[config.mk]
export PLATFORM = sky130hd
export DESIGN_NAME = add_arbiter
export DESIGN_NICKNAME = d
export VERILOG_FILES = /design/src/rtl/add_arbiter.sv
export SDC_FILE = /design/constraint.sdc
export NUM_CORES = 1
export LEC_CHECK = 0
export CAP_MARGIN = 25
export CORE_AREA = 2 2 217 219
export CTS_CLUSTER_SIZE = 28
export DETAILED_ROUTE_END_ITERATION = 10
export DIE_AREA = 0 0 219 221
export GPL_ROUTABILITY_DRIVEN = 0
export GPL_TIMING_DRIVEN = 0
export PLACE_DENSITY = 0.61
export SYNTH_ARGS = -nofsm -noshare
export SYNTH_HDL_FRONTEND = slang
export SYNTH_SLANG_ARGS = --single-unit
export TNS_END_PERCENT = 20
[constraint.sdc]
create_clock -name clk -period 2.4 [get_ports clk]
set_clock_uncertainty 0.05 [all_clocks]
set_input_delay 0.36 -clock clk [delete_from_list [all_inputs] [get_ports clk]]
set_output_delay 0.36 -clock clk [all_outputs]
set_load 0.01 [all_outputs]
[src/rtl/add_arbiter.sv]
// Round-robin sharing of one pipelined FP adder between two requesters, with
// row/source tagging of results and a level-sensitive flush/drain handshake.
module add_arbiter #(
   parameter int DATA_W  = 64,
   parameter int ROW_W   = 10,
   parameter int ADD_LAT = 4
) (
   input  logic              clk,
   input  logic              reset,
   input  logic              req0,
   input  logic [DATA_W-1:0] req0_a,
   input  logic [DATA_W-1:0] req0_b,
   input  logic [ROW_W-1:0]  req0_row,
   input  logic              req1,
   input  logic [DATA_W-1:0] req1_a,
   input  logic [DATA_W-1:0] req1_b,
   input  logic [ROW_W-1:0]  req1_row,
   output logic              gnt0,
   output logic              gnt1,
   output logic              add,
   output logic [DATA_W-1:0] add0,
   output logic [DATA_W-1:0] add1,
   output logic [ROW_W-1:0]  add_row,
   input  logic [DATA_W-1:0] sum,
   output logic              res_valid,
   output logic [DATA_W-1:0] res_value,
   output logic [ROW_W-1:0]  res_row,
   output logic              res_src,
   input  logic              flush,
   output logic              flush_done
);

   localparam int CNT_W = $clog2(ADD_LAT + 2) + 1;

   typedef enum logic [1:0] {RUN, DRAIN, DONE} state_t;

   state_t             state_q, state_d;
   logic               last_q, last_d;
   logic               add_q, add_d;
   logic [DATA_W-1:0]  add0_q, add0_d;
   logic [DATA_W-1:0]  add1_q, add1_d;
   logic [ROW_W-1:0]   add_row_q, add_row_d;
   logic               add_src_q, add_src_d;
   logic [ADD_LAT-1:0] tag_valid_q, tag_valid_d;
   logic [ADD_LAT-1:0] tag_src_q, tag_src_d;
   logic [ROW_W-1:0]   tag_row_q [ADD_LAT];
   logic [ROW_W-1:0]   tag_row_d [ADD_LAT];
   logic               res_valid_q, res_valid_d;
   logic [DATA_W-1:0]  res_value_q, res_value_d;
   logic [ROW_W-1:0]   res_row_q, res_row_d;
   logic               res_src_q, res_src_d;
   logic [CNT_W-1:0]   inflight_q, inflight_d;

   // Grants are masked during reset so nothing transfers while the block is held.
   always_comb begin
      gnt0 = 1'b0;
      gnt1 = 1'b0;
      if (reset && !flush && state_q == RUN) begin
         if (req0 && req1) begin
            gnt0 = last_q;
            gnt1 = !last_q;
         end else begin
            gnt0 = req0;
            gnt1 = req1;
         end
      end
   end

   always_comb begin
      last_d    = last_q;
      add_d     = gnt0 | gnt1;
      add0_d    = add0_q;
      add1_d    = add1_q;
      add_row_d = add_row_q;
      add_src_d = add_src_q;
      if (gnt0) begin
         last_d    = 1'b0;
         add0_d    = req0_a;
         add1_d    = req0_b;
         add_row_d = req0_row;
         add_src_d = 1'b0;
      end else if (gnt1) begin
         last_d    = 1'b1;
         add0_d    = req1_a;
         add1_d    = req1_b;
         add_row_d = req1_row;
         add_src_d = 1'b1;
      end
   end

   // Tag pipe tracks the adder so the tail lines up with the cycle sum is valid.
   always_comb begin
      tag_valid_d[0] = add_q;
      tag_src_d[0]   = add_src_q;
      tag_row_d[0]   = add_row_q;
      for (int i = 1; i < ADD_LAT; i++) begin
         tag_valid_d[i] = tag_valid_q[i-1];
         tag_src_d[i]   = tag_src_q[i-1];
         tag_row_d[i]   = tag_row_q[i-1];
      end
   end

   always_comb begin
      res_valid_d = tag_valid_q[ADD_LAT-1];
      res_value_d = res_value_q;
      res_row_d   = res_row_q;
      res_src_d   = res_src_q;
      if (tag_valid_q[ADD_LAT-1]) begin
         res_value_d = sum;
         res_row_d   = tag_row_q[ADD_LAT-1];
         res_src_d   = tag_src_q[ADD_LAT-1];
      end
   end

   always_comb begin
      inflight_d = inflight_q + CNT_W'(add_q) - CNT_W'(res_valid_q);
   end

   // Drain completes once the count after this cycle's retirement reaches zero.
   always_comb begin
      state_d = state_q;
      case (state_q)
         RUN:     if (flush) state_d = DRAIN;
         DRAIN:   if (inflight_d == '0 && !add_q) state_d = DONE;
         DONE:    if (!flush) state_d = RUN;
         default: state_d = RUN;
      endcase
   end

   always_ff @(posedge clk or negedge reset) begin
      if (!reset) begin
         state_q     <= RUN;
         last_q      <= 1'b1;
         add_q       <= 1'b0;
         add0_q      <= '0;
         add1_q      <= '0;
         add_row_q   <= '0;
         add_src_q   <= 1'b0;
         tag_valid_q <= '0;
         tag_src_q   <= '0;
         for (int i = 0; i < ADD_LAT; i++) tag_row_q[i] <= '0;
         res_valid_q <= 1'b0;
         res_value_q <= '0;
         res_row_q   <= '0;
         res_src_q   <= 1'b0;
         inflight_q  <= '0;
      end else begin
         state_q     <= state_d;
         last_q      <= last_d;
         add_q       <= add_d;
         add0_q      <= add0_d;
         add1_q      <= add1_d;
         add_row_q   <= add_row_d;
         add_src_q   <= add_src_d;
         tag_valid_q <= tag_valid_d;
         tag_src_q   <= tag_src_d;
         for (int i = 0; i < ADD_LAT; i++) tag_row_q[i] <= tag_row_d[i];
         res_valid_q <= res_valid_d;
         res_value_q <= res_value_d;
         res_row_q   <= res_row_d;
         res_src_q   <= res_src_d;
         inflight_q  <= inflight_d;
      end
   end

   assign add        = add_q;
   assign add0       = add0_q;
   assign add1       = add1_q;
   assign add_row    = add_row_q;
   assign res_valid  = res_valid_q;
   assign res_value  = res_value_q;
   assign res_row    = res_row_q;
   assign res_src    = res_src_q;
   assign flush_done = (state_q == DONE);

endmodule

* Word-level counts from Yosys, hierarchy flattened
Index checks and enable logic that the tools add are counted.
** Word-level totals
- Register bits :: 271
- Input port bits :: 345
- Output and inout bits :: 218
- Word-level logic and storage cells :: 53
** Cells by class
- Add/subtract/negate cells :: 2
- Equal/unequal tests :: 5
- Muxes and demuxes :: 16
- Bitwise gates (word level) :: 1
- Reductions and logical operators :: 11
** Operators by type and width (number)
- 2-to-1 mux 64 bit :: 4
- 2-to-1 mux 10 bit :: 2
- 2-to-1 mux 1 bit :: 6
- 2-to-1 mux 2 bit :: 3
- inequality test 2 bit (second input constant) :: 3
- one-hot mux 2 bit (3 select lines) :: 1
- adder 4 x 1 -> 4 bit :: 1
- logical AND 1 bit :: 4
- zero test 4 bit :: 1
- subtractor 4 x 1 -> 4 bit :: 1
- zero test 1 bit :: 3
- AND reduction 3 bit :: 1
- == test 2 x 1 -> 1 bit (second input constant) :: 1
- == test 2 bit (second input constant) :: 1
- zero test 2 bit :: 1
- nonzero test 2 bit :: 1
- bitwise OR 1 bit :: 1

* Longest topological paths before layout
- Word-level depth :: 6
- Gate-level depth with buffers :: 8
- Gate-level depth less buffers :: 8

* Worst setup path before layout
No wires, ideal clock.
- Path kind :: reg-to-reg
- Start :: reg res_valid_q (netlist: res_valid)
- End :: reg state_q[1]
- Setup time :: 67 ps
- Arrival :: 1950 ps
- Required time :: 2283 ps
- Path slack :: 332 ps
- Stages on the path, launching flop included :: 8
- Buffers on the path :: 0
- Clock period less this slack :: 2068 ps
- Cells stage by stage :: dfrtp_1 > ha_1 > inv_1 > ha_1 > fa_1 > xor2_1 > nor4_1 > a32o_1
** On the way
- Word-level cells in the longest chain between the ends :: 5
** RTL lines
- start, declared :: line 48 : logic res_valid_q, res_valid_d;
- start signal, assigned :: line 158 : res_valid_q <= res_valid_d;
- subtractor 4 x 1 -> 4 bit :: line 116 : inflight_d = inflight_q + CNT_W'(add_q) - CNT_W'(res_valid_q);
- named net inflight_d[2] :: line 52 : logic [CNT_W-1:0] inflight_q, inflight_d;
- zero test 4 bit :: line 124 : DRAIN: if (inflight_d == '0 && !add_q) state_d = DONE;
- logical AND 1 bit :: line 124
- inequality test 2 bit (no line)
- AND reduction 3 bit (no line)
- end signal, assigned :: line 148 : state_q <= state_d;
- end, declared :: line 37 : state_t state_q, state_d;
The timed path passes the listed nets, and every way through them passes these cells.
A chain may end at the register's enable or synchronous reset.

* Worst setup path in the final report
- Start :: in reset
- End :: out gnt0
** On the way
- Word-level cells in the longest chain between the ends :: 3
** RTL lines
- start, declared :: line 9 : input logic reset,
- logical AND 1 bit (2 in series) :: line 58 : if (reset && !flush && state_q == RUN) begin
- 2-to-1 mux 1 bit :: line 58
- end, declared :: line 18 : output logic gnt0,
No other way between the ends.

==> metrics.txt <==
RSZ-0062 raised after global routing=true; final hold vios=0; R2R setup slack=about 190 ps; DPL Wire Length=between 30 and 40 mm; Slew @ Worst Pin=894 ps; PortBufs=562; Clock transition at path regs=around 60 ps; Final WS setup=between 20 and 25 ps; worst setup path endpoint=gnt0; routed length on met3=between 3 and 4 mm; ANT cells=0; Gate Count Post-Synth=1011; I/O pin count=roughly 560; CP Launch Type=primary input; top post-synthesis cells by area=dfrtp_1, nand3_1, nand2_1; clock buffer depth=3; vias in the first global route=~10000; CP peak stage delay=between 500 and 600 ps; core area=46100 um^2; synthesized net count=between 1000 and 1500; CP top delay family=buffers and inverters; DP Worst Slack=-659 ps; Max-slew headroom=0.404; Levels on crit path=7; area of the die=48400 um^2; WL met2=20.1 mm; worst reg2reg startpoint=res_valid$_DFF_PN0_; M1 WL=about 16 mm; area share of the leading cell type in the synthesized netlist=0.631; Routed WL=just over 40 mm; peak supply drop=0.621 mV; DRC Markers=0; CP required=1990 ps; Hold/Removal Path Class=primary input to register; drt first pass iters=5; post-route ant nets=0; fin util=0.396; Initial Utilization=0.232; status=finished clean; path depth of the worst reg2reg path=7; Synth Area per Inst=around 11 um^2; die width=between 200 and 250 um; clock buffer count from CTS=30; share of layout cells above drive strength 1=0.119; library cells used by synthesis=26; Die Height=between 200 and 250 um; Final Non-Filler Cells=approximately 2200; CP Class=primary input to primary output; Worst Path Buf+Inv=5; CTS tree=built; Critical path origin=reset; CTS H-tree depth=1; max-slew violations=0; worst path cell trace=dlygate4sd3_1 > buf_8 > nor4b_4 > nand3_2 > inv_4 > buf_12 > buf_2; clk sink count=between 200 and 300; highest metal used=met4; largest net degree at the start of global routing=roughly 120; Seq cells post-synth=271; Synth warnings=0; Cell Rows=79; Tmin final=2380 ps; Layout Area Growth over Synthesis=70.3%; Worst Setup End Kind=primary output; worst skew pair latency=~580 ps; CTS root buf=clkbuf_16; initial antenna violation count=0; Setup-failing EPs final=0; average wire per cell in the routed design=between 15 and 20 um; Critical Path AT=1970 ps; final hold slack=about 290 ps; post-synthesis sequential area ratio=0.633; final net count=roughly 2000; P_leak=between 7 and 8 nW; Post-Syn Area=approximately 11000 um^2; Placed Instances=2182; pwr/cell area=approximately 1100 nW/um^2; DR vias=just under 10000; global-route wire length before repair=between 60 and 70 mm; Critical Path Slowest Stage Cell=dlygate4sd3_1; final worst path period share=0.990; Fmax achieved=around 0.42 GHz; First DRT Iteration DRCs=529; gr ovfl total=0; Via density=4.37; GRT Total Usage=0.162; crit-path max FO=10; capturing point of the worst reg2reg path=state_q[1]$_DFFE_PN0P_; biggest area consumer among synthesized cells=dfrtp_1; max-cap violation count=0
## worst min-delay path, cell delays in order
cell and delay (ps):
clkdlybuf4s50_1 390, nand2_1 50, a31oi_1 70
## cells in the mapped netlist, drive strengths merged
library cell / instances
a211oi: 1
a21o: 1
a21oi: 4
a31oi: 9
a32o: 1
buf: 56
clkbuf: 22
dfrtp: 270
dfstp: 1
fa: 1
ha: 4
inv: 9
mux2: 75
nand2: 277
nand2b: 2
nand3: 261
nor2: 11
nor4: 1
nor4b: 1
o21ai: 1
xnor2: 1
xor2: 2
## stage by stage
stage | cell area [um^2] | setup TNS, ps | power, mW
finish | 18200 | 0 | 20.4
detailed placement | 17200 | -46740 | 15.9
floorplan | 10700 | 0 | 10.7
CTS | 18200 | 0 | 20.7
global route | 18200 | -62.5 | 21.7
global placement | 17100 | -4501110 | 15.8
## worst min-delay path by stage
stage                                   from                  endpoint  slack (ps)  cells after the start
floorplan                              reset             add$_DFF_PN0_          10                      0
finish                            req1_a[54]      add0[54]$_DFFE_PN0P_         290                      3
detailed placement    tag_row_d[7]$_DFF_PN0_    tag_row_q[7]$_DFF_PN0_         280                      0
global placement    tag_valid_q[0]$_DFF_PN0_  tag_valid_q[1]$_DFF_PN0_         280                      0
CTS                               req1_a[54]      add0[54]$_DFFE_PN0P_         250                      3
global route                     req0_row[6]    add_row[6]$_DFFE_PN0P_         270                      3
## routing by layer
| layer | vias to the layer above | track usage |
|---|---|---|
| met5 | - | 0 |
| met4 | 0 | 0.0621 |
| met3 | 70 | 0.0375 |
| met2 | 423 | 0.283 |
| met1 | 4723 | 0.192 |
| li1 | 4583 | - |
## logic make-up (layout without fill, tap and decap cells)
group | count (synthesis) | after routing | share of synthesized area
flops | 271 | 271 | 0.633
simple gates | 553 | 553 | 0.227
compound gates | 17 | 17 | 0.0103
buf+inv | 87 | 711 | 0.0410
xor+xnor | 3 | 3 | 0.00245
fa+ha+maj | 5 | 5 | 0.00654
mux | 75 | 75 | 0.0789
## area by class of cell
type                            count  area, um^2
Fill cell                        4618       27800
Sequential cell                   271        6780
Buffer                             78         423
Inverter                            9        36.3
Tap cell                          607         759
Clock inverter                     13         170
Multi-Input combinational cell    653        3490
Clock buffer                       41         832
Timing Repair Buffer              570        5740
## placed cells by master (no fill, tap or decap), drive strengths merged
cell type / n
xor2: 2
bufinv: 3
clkbuf: 63
clkdlybuf4s50: 559
nand3: 261
a211oi: 1
buf: 66
dlygate4sd3: 1
dfrtp: 270
nor2: 11
nand2b: 2
clkinv: 8
a21o: 1
nor4b: 1
a21oi: 4
xnor2: 1
o21ai: 1
clkinvlp: 2
ha: 4
mux2: 75
inv: 9
a32o: 1
nand2: 277
fa: 1
a31oi: 9
dfstp: 1
nor4: 1
## repair_timing
item	CTS	global route
resized for setup	13	3
endpoints found under the setup margin	25	13
setup buffers	4	0
hold buffers	2	0
endpoints found under the hold margin	60	0
pin swaps	2	0
## report_power, final
| part | switching, mW | internal [mW] |
|---|---|---|
| sequential | 1.12 | 6.76 |
| combinational | 3.27 | 4.64 |
| clock | 1.91 | 2.75 |
| total | 6.30 | 14.1 |
## flip-flops by register name, summed over array words and instances, names as in the netlist
name         count
tag_row_d       30
res_valid        1
tag_src_q        4
res_src          1
res_row         10
inflight_q       4
state_q          2
add              1
res_value       64
add0            64
add_src_q        1
tag_row_q       10
add1            64
last_q           1
tag_valid_q      4
add_row         10
(Power assumes the default switching activity.)
